===== config.mk =====
export PLATFORM = sky130hd
export DESIGN_NAME = npu_seq_ctrl
export DESIGN_NICKNAME = d
export VERILOG_FILES = /design/src/rtl/npu_pkg.sv /design/src/rtl/npu_edge_det.sv /design/src/rtl/npu_seq_ctrl.sv
export SDC_FILE = /design/constraint.sdc
export NUM_CORES = 1
export LEC_CHECK = 0
export ABC_AREA = 1
export CAP_MARGIN = 20
export CORE_UTILIZATION = 54
export DETAILED_ROUTE_END_ITERATION = 6
export PLACE_DENSITY = 0.8
export SLEW_MARGIN = 40
export SYNTH_ARGS = -nofsm -noshare
export SYNTH_HDL_FRONTEND = slang
export SYNTH_SLANG_ARGS = --single-unit

===== constraint.sdc =====
create_clock -name CLKEXT -period 1.89 [get_ports CLKEXT]
set_input_delay 0.378 -clock CLKEXT [delete_from_list [all_inputs] [get_ports CLKEXT]]
set_output_delay 0.378 -clock CLKEXT [all_outputs]
set_load 0.005 [all_outputs]

===== src/rtl/npu_pkg.sv =====
// Shared definitions for the NPU sequencing controller: state encodings,
// output-mux select codes and default build parameters.
package npu_pkg;

    typedef enum logic [2:0] {
        S_IDLE    = 3'd0,
        S_LOAD    = 3'd1,
        S_COMPUTE = 3'd2,
        S_RELU    = 3'd3,
        S_WRITE   = 3'd4,
        S_SHIFT   = 3'd5,
        S_DEBUG   = 3'd6,
        S_FINISH  = 3'd7
    } npu_state_e;

    localparam logic [2:0] SEL_FIFO  = 3'b000;
    localparam logic [2:0] SEL_PISO  = 3'b001;
    localparam logic [2:0] SEL_DEBUG = 3'b101;

    localparam int N_LANES_DEF   = 2;
    localparam int CNT_W_DEF     = 8;
    localparam int PASS_W_DEF    = 4;
    localparam int DEB_BEATS_DEF = 10;

    function automatic int max3(input int a, input int b, input int c);
        int m;
        m = (a > b) ? a : b;
        return (m > c) ? m : c;
    endfunction

endpackage


===== src/rtl/npu_edge_det.sv =====
// Rising-edge detector for the START level input; the registered copy
// clears on reset so a level already high afterwards reads as one edge.
module npu_edge_det (
    input  logic CLKEXT,
    input  logic RST_GLO,
    input  logic sig,
    output logic rise
);

    logic sig_q;

    always_ff @(posedge CLKEXT) begin
        if (RST_GLO) begin
            sig_q <= 1'b0;
        end else begin
            sig_q <= sig;
        end
    end

    assign rise = sig & ~sig_q;

endmodule


===== src/rtl/npu_seq_ctrl.sv =====
// NPU pass sequencer: LOAD -> COMPUTE -> RELU -> WRITE -> SHIFT per pass,
// optional DEBUG dump, FINISH with DONE; ABORT and WRITE stalls end in ERR.
//
// state   | meaning
// IDLE    | waiting for a START rising edge
// LOAD    | capture input buffer, clear accumulators (1 cycle)
// COMPUTE | MAC accumulate for the latched mac_cycles
// RELU    | ReLU / comparator step (1 cycle)
// WRITE   | one FIFO write, held off while FIFO_FULL
// SHIFT   | output PISO shift, 2*N_LANES cycles
// DEBUG   | debug PISO shift, DEB_BEATS cycles
// FINISH  | DONE pulse (1 cycle)
module npu_seq_ctrl
    import npu_pkg::*;
#(
    parameter int N_LANES   = N_LANES_DEF,
    parameter int CNT_W     = CNT_W_DEF,
    parameter int PASS_W    = PASS_W_DEF,
    parameter int DEB_BEATS = DEB_BEATS_DEF
) (
    input  logic              CLKEXT,
    input  logic              RST_GLO,
    input  logic              START,
    input  logic              ABORT,
    input  logic [CNT_W-1:0]  cfg_mac_cycles,
    input  logic [PASS_W-1:0] cfg_passes,
    input  logic              cfg_debug,
    input  logic              cfg_bypass_relu,
    input  logic              FIFO_FULL,
    output logic              ctrl_en_buf,
    output logic              ctrl_clr_acc,
    output logic              ctrl_en_mac,
    output logic              ctrl_relu_comp,
    output logic              ctrl_bypass_relu,
    output logic              ctrl_fifo_wr,
    output logic              ctrl_shift_out,
    output logic              ctrl_shift_deb,
    output logic [2:0]        SEL_OUT,
    output logic              BUSY,
    output logic              DONE,
    output logic              ERR,
    output logic [2:0]        STATE_DEBUG
);

    localparam int TMR_W = max3(CNT_W, $clog2(2*N_LANES + 1), $clog2(DEB_BEATS + 1));
    localparam logic [CNT_W-1:0] STALL_MAX = '1;

    npu_state_e        state, state_nxt;
    logic [TMR_W-1:0]  tmr, tmr_nxt;
    logic [PASS_W-1:0] pass_cnt, pass_nxt;
    logic [CNT_W-1:0]  stall_cnt, stall_nxt;
    logic              err, err_nxt;
    logic              capture;
    logic              start_rise;
    logic [CNT_W-1:0]  mac_sh;
    logic [PASS_W-1:0] passes_sh;
    logic              debug_sh, bypass_sh;

    npu_edge_det u_start_edge (
        .CLKEXT (CLKEXT),
        .RST_GLO(RST_GLO),
        .sig    (START),
        .rise   (start_rise)
    );

    always_ff @(posedge CLKEXT) begin
        if (RST_GLO) begin
            state     <= S_IDLE;
            tmr       <= '0;
            pass_cnt  <= '0;
            stall_cnt <= '0;
            err       <= 1'b0;
            mac_sh    <= '0;
            passes_sh <= '0;
            debug_sh  <= 1'b0;
            bypass_sh <= 1'b0;
        end else begin
            state     <= state_nxt;
            tmr       <= tmr_nxt;
            pass_cnt  <= pass_nxt;
            stall_cnt <= stall_nxt;
            err       <= err_nxt;
            if (capture) begin
                mac_sh    <= (cfg_mac_cycles == '0) ? CNT_W'(1) : cfg_mac_cycles;
                passes_sh <= (cfg_passes == '0) ? PASS_W'(1) : cfg_passes;
                debug_sh  <= cfg_debug;
                bypass_sh <= cfg_bypass_relu;
            end
        end
    end

    // tmr is a down-counter reloaded on entry to each timed phase; zero marks its last cycle
    always_comb begin
        state_nxt = state;
        tmr_nxt   = (tmr != '0) ? tmr - TMR_W'(1) : tmr;
        pass_nxt  = pass_cnt;
        stall_nxt = stall_cnt;
        err_nxt   = err;
        capture   = 1'b0;
        if (ABORT && state != S_IDLE && state != S_FINISH) begin
            state_nxt = S_FINISH;
            err_nxt   = 1'b1;
        end else begin
            case (state)
                S_IDLE: begin
                    if (start_rise) begin
                        state_nxt = S_LOAD;
                        capture   = 1'b1;
                        err_nxt   = 1'b0;
                        pass_nxt  = '0;
                    end
                end
                S_LOAD: begin
                    state_nxt = S_COMPUTE;
                    tmr_nxt   = TMR_W'(mac_sh) - TMR_W'(1);
                    stall_nxt = '0;
                end
                S_COMPUTE: if (tmr == '0) state_nxt = S_RELU;
                S_RELU:    state_nxt = S_WRITE;
                S_WRITE: begin
                    if (!FIFO_FULL) begin
                        state_nxt = S_SHIFT;
                        tmr_nxt   = TMR_W'(2*N_LANES - 1);
                    end else begin
                        if (stall_cnt == STALL_MAX - CNT_W'(1)) begin
                            state_nxt = S_FINISH;
                            err_nxt   = 1'b1;
                        end
                        if (stall_cnt != STALL_MAX) stall_nxt = stall_cnt + CNT_W'(1);
                    end
                end
                S_SHIFT: begin
                    if (tmr == '0) begin
                        if (pass_cnt < passes_sh - PASS_W'(1)) begin
                            state_nxt = S_LOAD;
                            pass_nxt  = pass_cnt + PASS_W'(1);
                        end else if (debug_sh) begin
                            state_nxt = S_DEBUG;
                            tmr_nxt   = TMR_W'(DEB_BEATS - 1);
                        end else begin
                            state_nxt = S_FINISH;
                        end
                    end
                end
                S_DEBUG:  if (tmr == '0) state_nxt = S_FINISH;
                S_FINISH: state_nxt = S_IDLE;
                default:  state_nxt = S_IDLE;
            endcase
        end
    end

    always_comb begin
        ctrl_en_buf      = 1'b0;
        ctrl_clr_acc     = 1'b0;
        ctrl_en_mac      = 1'b0;
        ctrl_relu_comp   = 1'b0;
        ctrl_bypass_relu = 1'b0;
        ctrl_fifo_wr     = 1'b0;
        ctrl_shift_out   = 1'b0;
        ctrl_shift_deb   = 1'b0;
        SEL_OUT          = SEL_FIFO;
        case (state)
            S_LOAD: begin
                ctrl_en_buf  = 1'b1;
                ctrl_clr_acc = 1'b1;
            end
            S_COMPUTE: ctrl_en_mac = 1'b1;
            S_RELU: begin
                ctrl_relu_comp   = 1'b1;
                ctrl_bypass_relu = bypass_sh;
            end
            S_WRITE: ctrl_fifo_wr = ~FIFO_FULL;
            S_SHIFT: begin
                ctrl_shift_out = 1'b1;
                SEL_OUT        = SEL_PISO;
            end
            S_DEBUG: begin
                ctrl_shift_deb = 1'b1;
                SEL_OUT        = SEL_DEBUG;
            end
            default: ;
        endcase
    end

    assign BUSY        = (state != S_IDLE) && (state != S_FINISH);
    assign DONE        = (state == S_FINISH);
    assign ERR         = err;
    assign STATE_DEBUG = state;

endmodule


==> out/metrics.yaml, run 1 <==
job:
  timing.max_cap.violations: 0
global_route:
  grt_first_pass_wirelength_um: 9400
  via_count_of_the_first_global_routing_pass: 2217
  antenna_found_initial: 0
  grt.total_usage_pct: 27.1
  grt_overflow: 0
  grt_start_max_net_pins: 22
final_layout:
  most-common-layout-cells: "sky130_fd_sc_hd__nand2_1 (64), sky130_fd_sc_hd__nor2_1 (42), sky130_fd_sc_hd__inv_1 (38)"
  final_net_count: 428
  insertedDiodeCount: 0
  fillCellCount: 335
  leading_cell_type_in_the_layout_fill_and_taps_excluded: "sky130_fd_sc_hd__nand2_1"
  drive_gt1_share_pct: 15.8
  synthToLayoutAreaGrowth_pct: 27.6
  finish.utilization_pct: 73.7
clocking:
  cts.sinks: 39
  cts_root_buffer: "sky130_fd_sc_hd__clkbuf_8"
  clkTransAtPathRegs_ns: 0.08
  cts-htree-levels: 2
  cts-hold-fix-buffers: 0
  cts_max_path_buffers: 2
  cts_tree: "built"
  clk_latency_ns: 0.29
  cts_made_buffers: 5
die:
  row_count: 23
  floorplan.die.width_um: 68.1
  floorplan.die_area_um2: 4640
  core_region_area_um2: 4090
  io_pins: 36
  die_height_um: 68.1
  floorplan.initialDensity_pct: 57.8
critical_path:
  timing.critical_path.slowest_stage_cell: "sky130_fd_sc_hd__clkdlybuf4s50_1"
  timing.critical_path.fanout_max: 6
  cp.arrival_ns: 1.45
  cpPeakStageDelay_ns: 0.50
  path_cells: "inv_6 > nand3_2 > inv_2 > clkdlybuf4s50_1"
  critical_path_class: "reg -> out"
  worst_setup_path_end_kind: "primary output"
  cp_data_required_time_ns: 1.51
  worstSetupStartpointType: "flop"
drt:
  via_per_inst: 5.26
  drtIter0Drc: 171
  wl_per_cell_um: 12.4
  remaining_drc_errors: 0
  detail-route-antenna-nets: 0
  drtPass1Iterations: 4
  route.final.wire_length_um: 5580
  via_count: 2369
synthesis:
  synth-edff-count: 0
  dominant_synthesized_flop_cell: "sky130_fd_sc_hd__dfxtp_1"
  synth_cell_type_count: 34
  synth_sequential_area_ratio_pct: 33.1
  synth.yosys.warnings: 0
  ys_seq_elements: 39
  post_synth_net_total: 377
  synthCells: 348
  synthesis.area_um2: 2360
  avgSynthCellArea_um2: 6.78
  post_synth_arst_share_pct: 0
sta:
  fin_ws_ns: 0.0576
  final_min_period_over_clock_period_pct: 97.0
  timing_max_transition_violations_final: 0
  fmax_mhz: 546
  fin_skew_ns: 0.00437
  relSlewSlack_pct: 65.3
  fin_setup_tns_ns: 0
  setup_violating_endpoint_count_in_the_final_report: 0
  finalHoldViolations: 0
  fin_crit_ns: 1.83
  tightest_slew_ns: 0.520
status:
  status: "finished, final reports clean"
power:
  power.density_nw_per_um2: 1370
  worst_vdd_drop_uv: 602
  power.static_leakage_nw: 1.39
placed_design:
  dp_slack_ns: -0.0388
  port_buffers: 34
  place_congestion: 0.847
  detailed_place_hpwl_um: 4030
worst_hold_path:
  min_path_type: "reg -> reg"
## power by group
group	switching (mW)	leakage [nW]	internal, mW
registers	0.189	0.322	1.05
logic	1.32	1.02	1.00
clock network	0.292	0.0422	0.259
## metal layers
layer | part of all wire [%] | track usage (%) | up-vias | wire (µm)
met3 | 4.3 | 5.83 | 6 | 242
met1 | 46 | 32.4 | 1075 | 2570
li1 | - | - | 1228 | -
met2 | 48 | 47.8 | 60 | 2700
met4 | 1.0 | 8.07 | 0 | 56
met5 | 0 | 0 | - | 0
## cell families after synthesis
kind of cell / count (synthesis) / share of synthesized area [%]
simple gates: 171 / 33.5
compound gates: 62 / 14.1
xor+xnor: 13 / 4.82
fa+ha+maj: 10 / 5.30
flops: 39 / 33.1
buf+inv: 52 / 9.01
other cells: 1 / 0.159
## layout make-up
type | count | area (µm²) | share of cell area (%)
multi-input cells | 257 | 1410 | 46.7
flip-flops and latches | 39 | 795 | 26.4
repair buffers | 52 | 495 | 16.4
inverters | 44 | 173 | 5.73
clock buffers | 7 | 76.3 | 2.53
well taps | 50 | 62.6 | 2.08
clock inverters | 1 | 5.00 | 0.166
## sequential cells by signal, indices dropped and copies added, names as in the netlist
name,flops
ERR,1
STATE_DEBUG,3
bypass_sh,1
debug_sh,1
mac_sh,8
pass_cnt,4
passes_sh,4
stall_cnt,8
tmr,8
u_start_edge.sig_q,1
## synthesized netlist by cell type, types with 5 or more instances
cell | number | area share (%)
sky130_fd_sc_hd__nor3_1 | 6 | 1.3
sky130_fd_sc_hd__nand4_1 | 9 | 2.4
sky130_fd_sc_hd__inv_1 | 41 | 6.5
sky130_fd_sc_hd__dfxtp_1 | 39 | 33
sky130_fd_sc_hd__o21ai_0 | 23 | 4.9
sky130_fd_sc_hd__ha_1 | 10 | 5.3
sky130_fd_sc_hd__xor2_1 | 9 | 3.3
sky130_fd_sc_hd__nand3_1 | 24 | 5.1
sky130_fd_sc_hd__nand2_2 | 5 | 1.3
sky130_fd_sc_hd__nor2_1 | 44 | 7.0
sky130_fd_sc_hd__nand2_1 | 67 | 11
sky130_fd_sc_hd__a21oi_1 | 33 | 7.0
## worst max-delay path, delay by kind of cell (launching register included)
kind / cells / cell delay [ns]
flip-flops: 1 / 0.39
AND/OR/NAND/NOR: 1 / 0.10
buffers and inverters: 3 / 0.67
## metrics by stage
step / instances / cell area (µm²) / power, mW / hold WS, ns
floorplan: 348 / 2360 / 2.73 / 0.430
detailed placement: 440 / 2850 / 3.47 / 0.454
finish: 450 / 3010 / 4.11 / 0.461
CTS: 448 / 2940 / 4.07 / 0.466
global placement: 440 / 2850 / 3.43 / 0.440
global route: 450 / 3010 / 4.49 / 0.510
## worst paths after layout
path | startpoint | end | slack, ns | depth (start not counted)
max | STATE_DEBUG[2]$_SDFFE_PP0P_ | ctrl_en_buf | 0.06 | 4
min | bypass_sh$_SDFFE_PP0P_ | bypass_sh$_SDFFE_PP0P_ | 0.46 | 2
max reg2reg | passes_sh[0]$_SDFFE_PP0P_ | tmr[1]$_SDFF_PP0_ | 0.14 | 12
min reg2reg | bypass_sh$_SDFFE_PP0P_ | bypass_sh$_SDFFE_PP0P_ | 0.46 | 2
## timing repair
item	in CTS	in global routing
endpoints found under the hold margin	0	0
gates resized for setup	16	17
cloned	0	0
setup endpoints to repair	12	15
buffers inserted	0	2
pin swaps	1	2
No activity file was read; power rests on OpenSTA's default activity.
==> run 2, diff against run 1 <==
--- a/config.mk
+++ b/config.mk
@@ -8,8 +8,10 @@
 export ABC_AREA = 1
 export CAP_MARGIN = 20
 export CORE_UTILIZATION = 54
+export CTS_CLUSTER_DIAMETER = 60
 export DETAILED_ROUTE_END_ITERATION = 6
 export PLACE_DENSITY = 0.8
+export REMOVE_ABC_BUFFERS = 1
 export SLEW_MARGIN = 40
 export SYNTH_ARGS = -nofsm -noshare
 export SYNTH_HDL_FRONTEND = slang
==> out/metrics.yaml, run 2 (same netlist as run 1, synthesis figures left out) <==
status:
  status: "finished, final reports clean"
sta:
  fin_skew_ns: 0.00430  # -0.0000612 ns
  finalHoldViolations: 0  # unchanged
  fmax_mhz: 556  # +1.8%
  setup_violating_endpoint_count_in_the_final_report: 0  # unchanged
  fin_hold_ws_ns: 0.472  # +0.0118 ns
  timing_max_transition_violations_final: 0  # unchanged
  setup_repair_after_global_routing_missed_its_margin: "false"
  final_min_period_over_clock_period_pct: 95.2  # -1.8 points
  fin_ws_ns: 0.0907  # +0.0331 ns
  fin_crit_ns: 1.80  # -0.0331 ns
critical_path:
  cp_num_buf_inv: 2  # -1
  timing.critical_path.max_delay_family: "buffers and inverters"
  cpPeakStageDelay_ns: 0.49  # about the same
  critical_path_class: "reg -> out"
  timing.critical_path.fanout_max: 7  # +1
  cp_data_required_time_ns: 1.51  # about the same
  worstSetupStartpointType: "flop"
  worst_setup_path_end_kind: "primary output"
  cp.arrival_ns: 1.42  # -0.03 ns
  path_cells: "nand3_2 > inv_1 > clkdlybuf4s50_1"
  timing.critical_path.slowest_stage_cell: "sky130_fd_sc_hd__clkdlybuf4s50_1"
global_route:
  grt_first_pass_wirelength_um: 9140  # -2.8%
  antenna_found_initial: 0  # unchanged
  grt.total_usage_pct: 26.6  # -0.44 points
  via_count_of_the_first_global_routing_pass: 2101  # -5.2%
  grt_start_max_net_pins: 18  # -18%
  grt_overflow: 0  # unchanged
final_layout:
  fillCellCount: 349  # +4.2%
  final_net_count: 428  # unchanged
  multi_input_comb_area_um2: 1390  # -1.5%
  finish.utilization_pct: 72.5  # -1.2 points
  most-common-layout-cells: "sky130_fd_sc_hd__nand2_1 (64), sky130_fd_sc_hd__nor2_1 (44), sky130_fd_sc_hd__inv_1 (38)"
  layout.area.seq_um2: 793  # -0.16%
  finish.instance_area_um2: 2960  # -1.7%
  synthToLayoutAreaGrowth_pct: 25.5
  leading_cell_type_in_the_layout_fill_and_taps_excluded: "sky130_fd_sc_hd__nand2_1"
  drive_gt1_share_pct: 14.8  # -1.0 points
  insertedDiodeCount: 0  # unchanged
  reg_top3: "mac_sh x8, stall_cnt x8, tmr x8"
clocking:
  cts_tree: "built"
  cts_root_buffer: "sky130_fd_sc_hd__clkbuf_8"
  cts-hold-fix-buffers: 0  # unchanged
  cts_max_path_buffers: 2  # unchanged
  clk_latency_ns: 0.30  # about the same
  cts.sinks: 39  # unchanged
  cts-htree-levels: 2  # unchanged
  clkTransAtPathRegs_ns: 0.08  # about the same
  cts_made_buffers: 5  # unchanged
job:
  timing.max_cap.violations: 0  # unchanged
die:
  io_pins: 36  # unchanged
  core_region_area_um2: 4090  # unchanged
  row_count: 23  # unchanged
  floorplan.initialDensity_pct: 57.8  # unchanged
  floorplan.die_area_um2: 4640  # unchanged
  floorplan.die.width_um: 68.1  # unchanged
  die_height_um: 68.1  # unchanged
drt:
  remaining_drc_errors: 0  # unchanged
  wl_per_cell_um: 11.9  # -3.7%
  route.final.wire_length_um: 5370  # -3.7%
  detail-route-antenna-nets: 0  # unchanged
  drtIter0Drc: 131  # -23%
  via_count: 2343  # -1.1%
  drtPass1Iterations: 4  # unchanged
  via_per_inst: 5.21  # -1.1%
placed_design:
  detailed_place_hpwl_um: 4070  # +1.2%
  placed_area_um2: 2830  # -0.70%
  place_congestion: 0.856  # +1.2%
  dp_slack_ns: -0.0198  # +0.0190 ns
  port_buffers: 34  # unchanged
power:
  clock_power_share_pct: 14.0  # +0.6 points
  p_switching_mw: 1.78  # -1.3%
  worst_vdd_drop_uv: 766  # +27%
  power.static_leakage_nw: 1.35  # -2.5%
  p_comb_share_pct: 55.7  # -0.9 points
  seq_power_share_pct: 30.2  # +0.2 points
  power.density_nw_per_um2: 1370  # +0.14%
  power.total_mw: 4.05  # -1.5%
  power_report.internal_total_mw: 2.27  # -1.7%
  net_switching_share_of_the_total_power_pct: 43.9  # +0.083 points
worst_hold_path:
  min_path_type: "reg -> reg"
-- run 2: changes by cell type in the layout (fill, tap and decap cells not counted), sizes merged --
cell and delta:
clkbuf -1, clkdlybuf4s50 -2, clkinvlp +1, dlygate4sd2 +5, dlymetal6s2s -3
-- run 2: cell type report --
| type | instances | share of cell area (%) |
|---|---|---|
| Inverter | 44 | 5.66 |
| Clock buffer | 6 | 2.45 |
| Multi-Input combinational cell | 257 | 46.7 |
| Sequential cell | 39 | 26.8 |
| Timing Repair Buffer | 52 | 15.8 |
| Clock inverter | 2 | 0.422 |
| Tap cell | 50 | 2.11 |
-- run 2: power groups by stage --
stage                     Combinational, mW  Clock (mW)  Sequential (mW)
after floorplan                        1.49           0             1.18
after global placement                 2.20           0             1.21
after detailed placement               2.25           0             1.21
after CTS                              2.25       0.581             1.22
after global routing                   2.54       0.611             1.25
final                                  2.26       0.568             1.23
-- run 2: worst paths after layout --
check	from	end	slack [ns]	depth (start not counted)
setup / recovery	STATE_DEBUG[2]$_SDFFE_PP0P_	DONE	0.09	3
hold / removal	bypass_sh$_SDFFE_PP0P_	bypass_sh$_SDFFE_PP0P_	0.47	2
hold reg to reg	bypass_sh$_SDFFE_PP0P_	bypass_sh$_SDFFE_PP0P_	0.47	2
setup reg to reg	passes_sh[0]$_SDFFE_PP0P_	STATE_DEBUG[2]$_SDFFE_PP0P_	0.15	9
-- run 2: per-layer routing --
| metal | wire [µm] | GRT usage (%) |
|---|---|---|
| met5 | 0 | 0 |
| met4 | 87 | 11.5 |
| met3 | 223 | 6.17 |
| met2 | 2560 | 44.9 |
| met1 | 2500 | 32.0 |
-- run 2: repair_timing --
action	CTS	global route
pin swaps	3	0
resized for setup	21	6
buffers inserted	3	0
endpoints found under the setup margin	12	8
-- run 2: metrics by stage --
stage                     std cells  TNS (ns)
after CTS                       450         0
after global placement          439         0
after global routing            450         0
final                           450         0
after floorplan                 340         0
after detailed placement        439   -0.0462
-- run 2: worst reg2reg max path, delay by kind of cell (launching register included) --
| kind | cells | cell delay [ns] |
|---|---|---|
| fa+ha+maj | 1 | 0.27 |
| simple gates | 6 | 0.71 |
| compound gates | 1 | 0.19 |
| xor+xnor | 1 | 0.15 |
| flops | 1 | 0.33 |
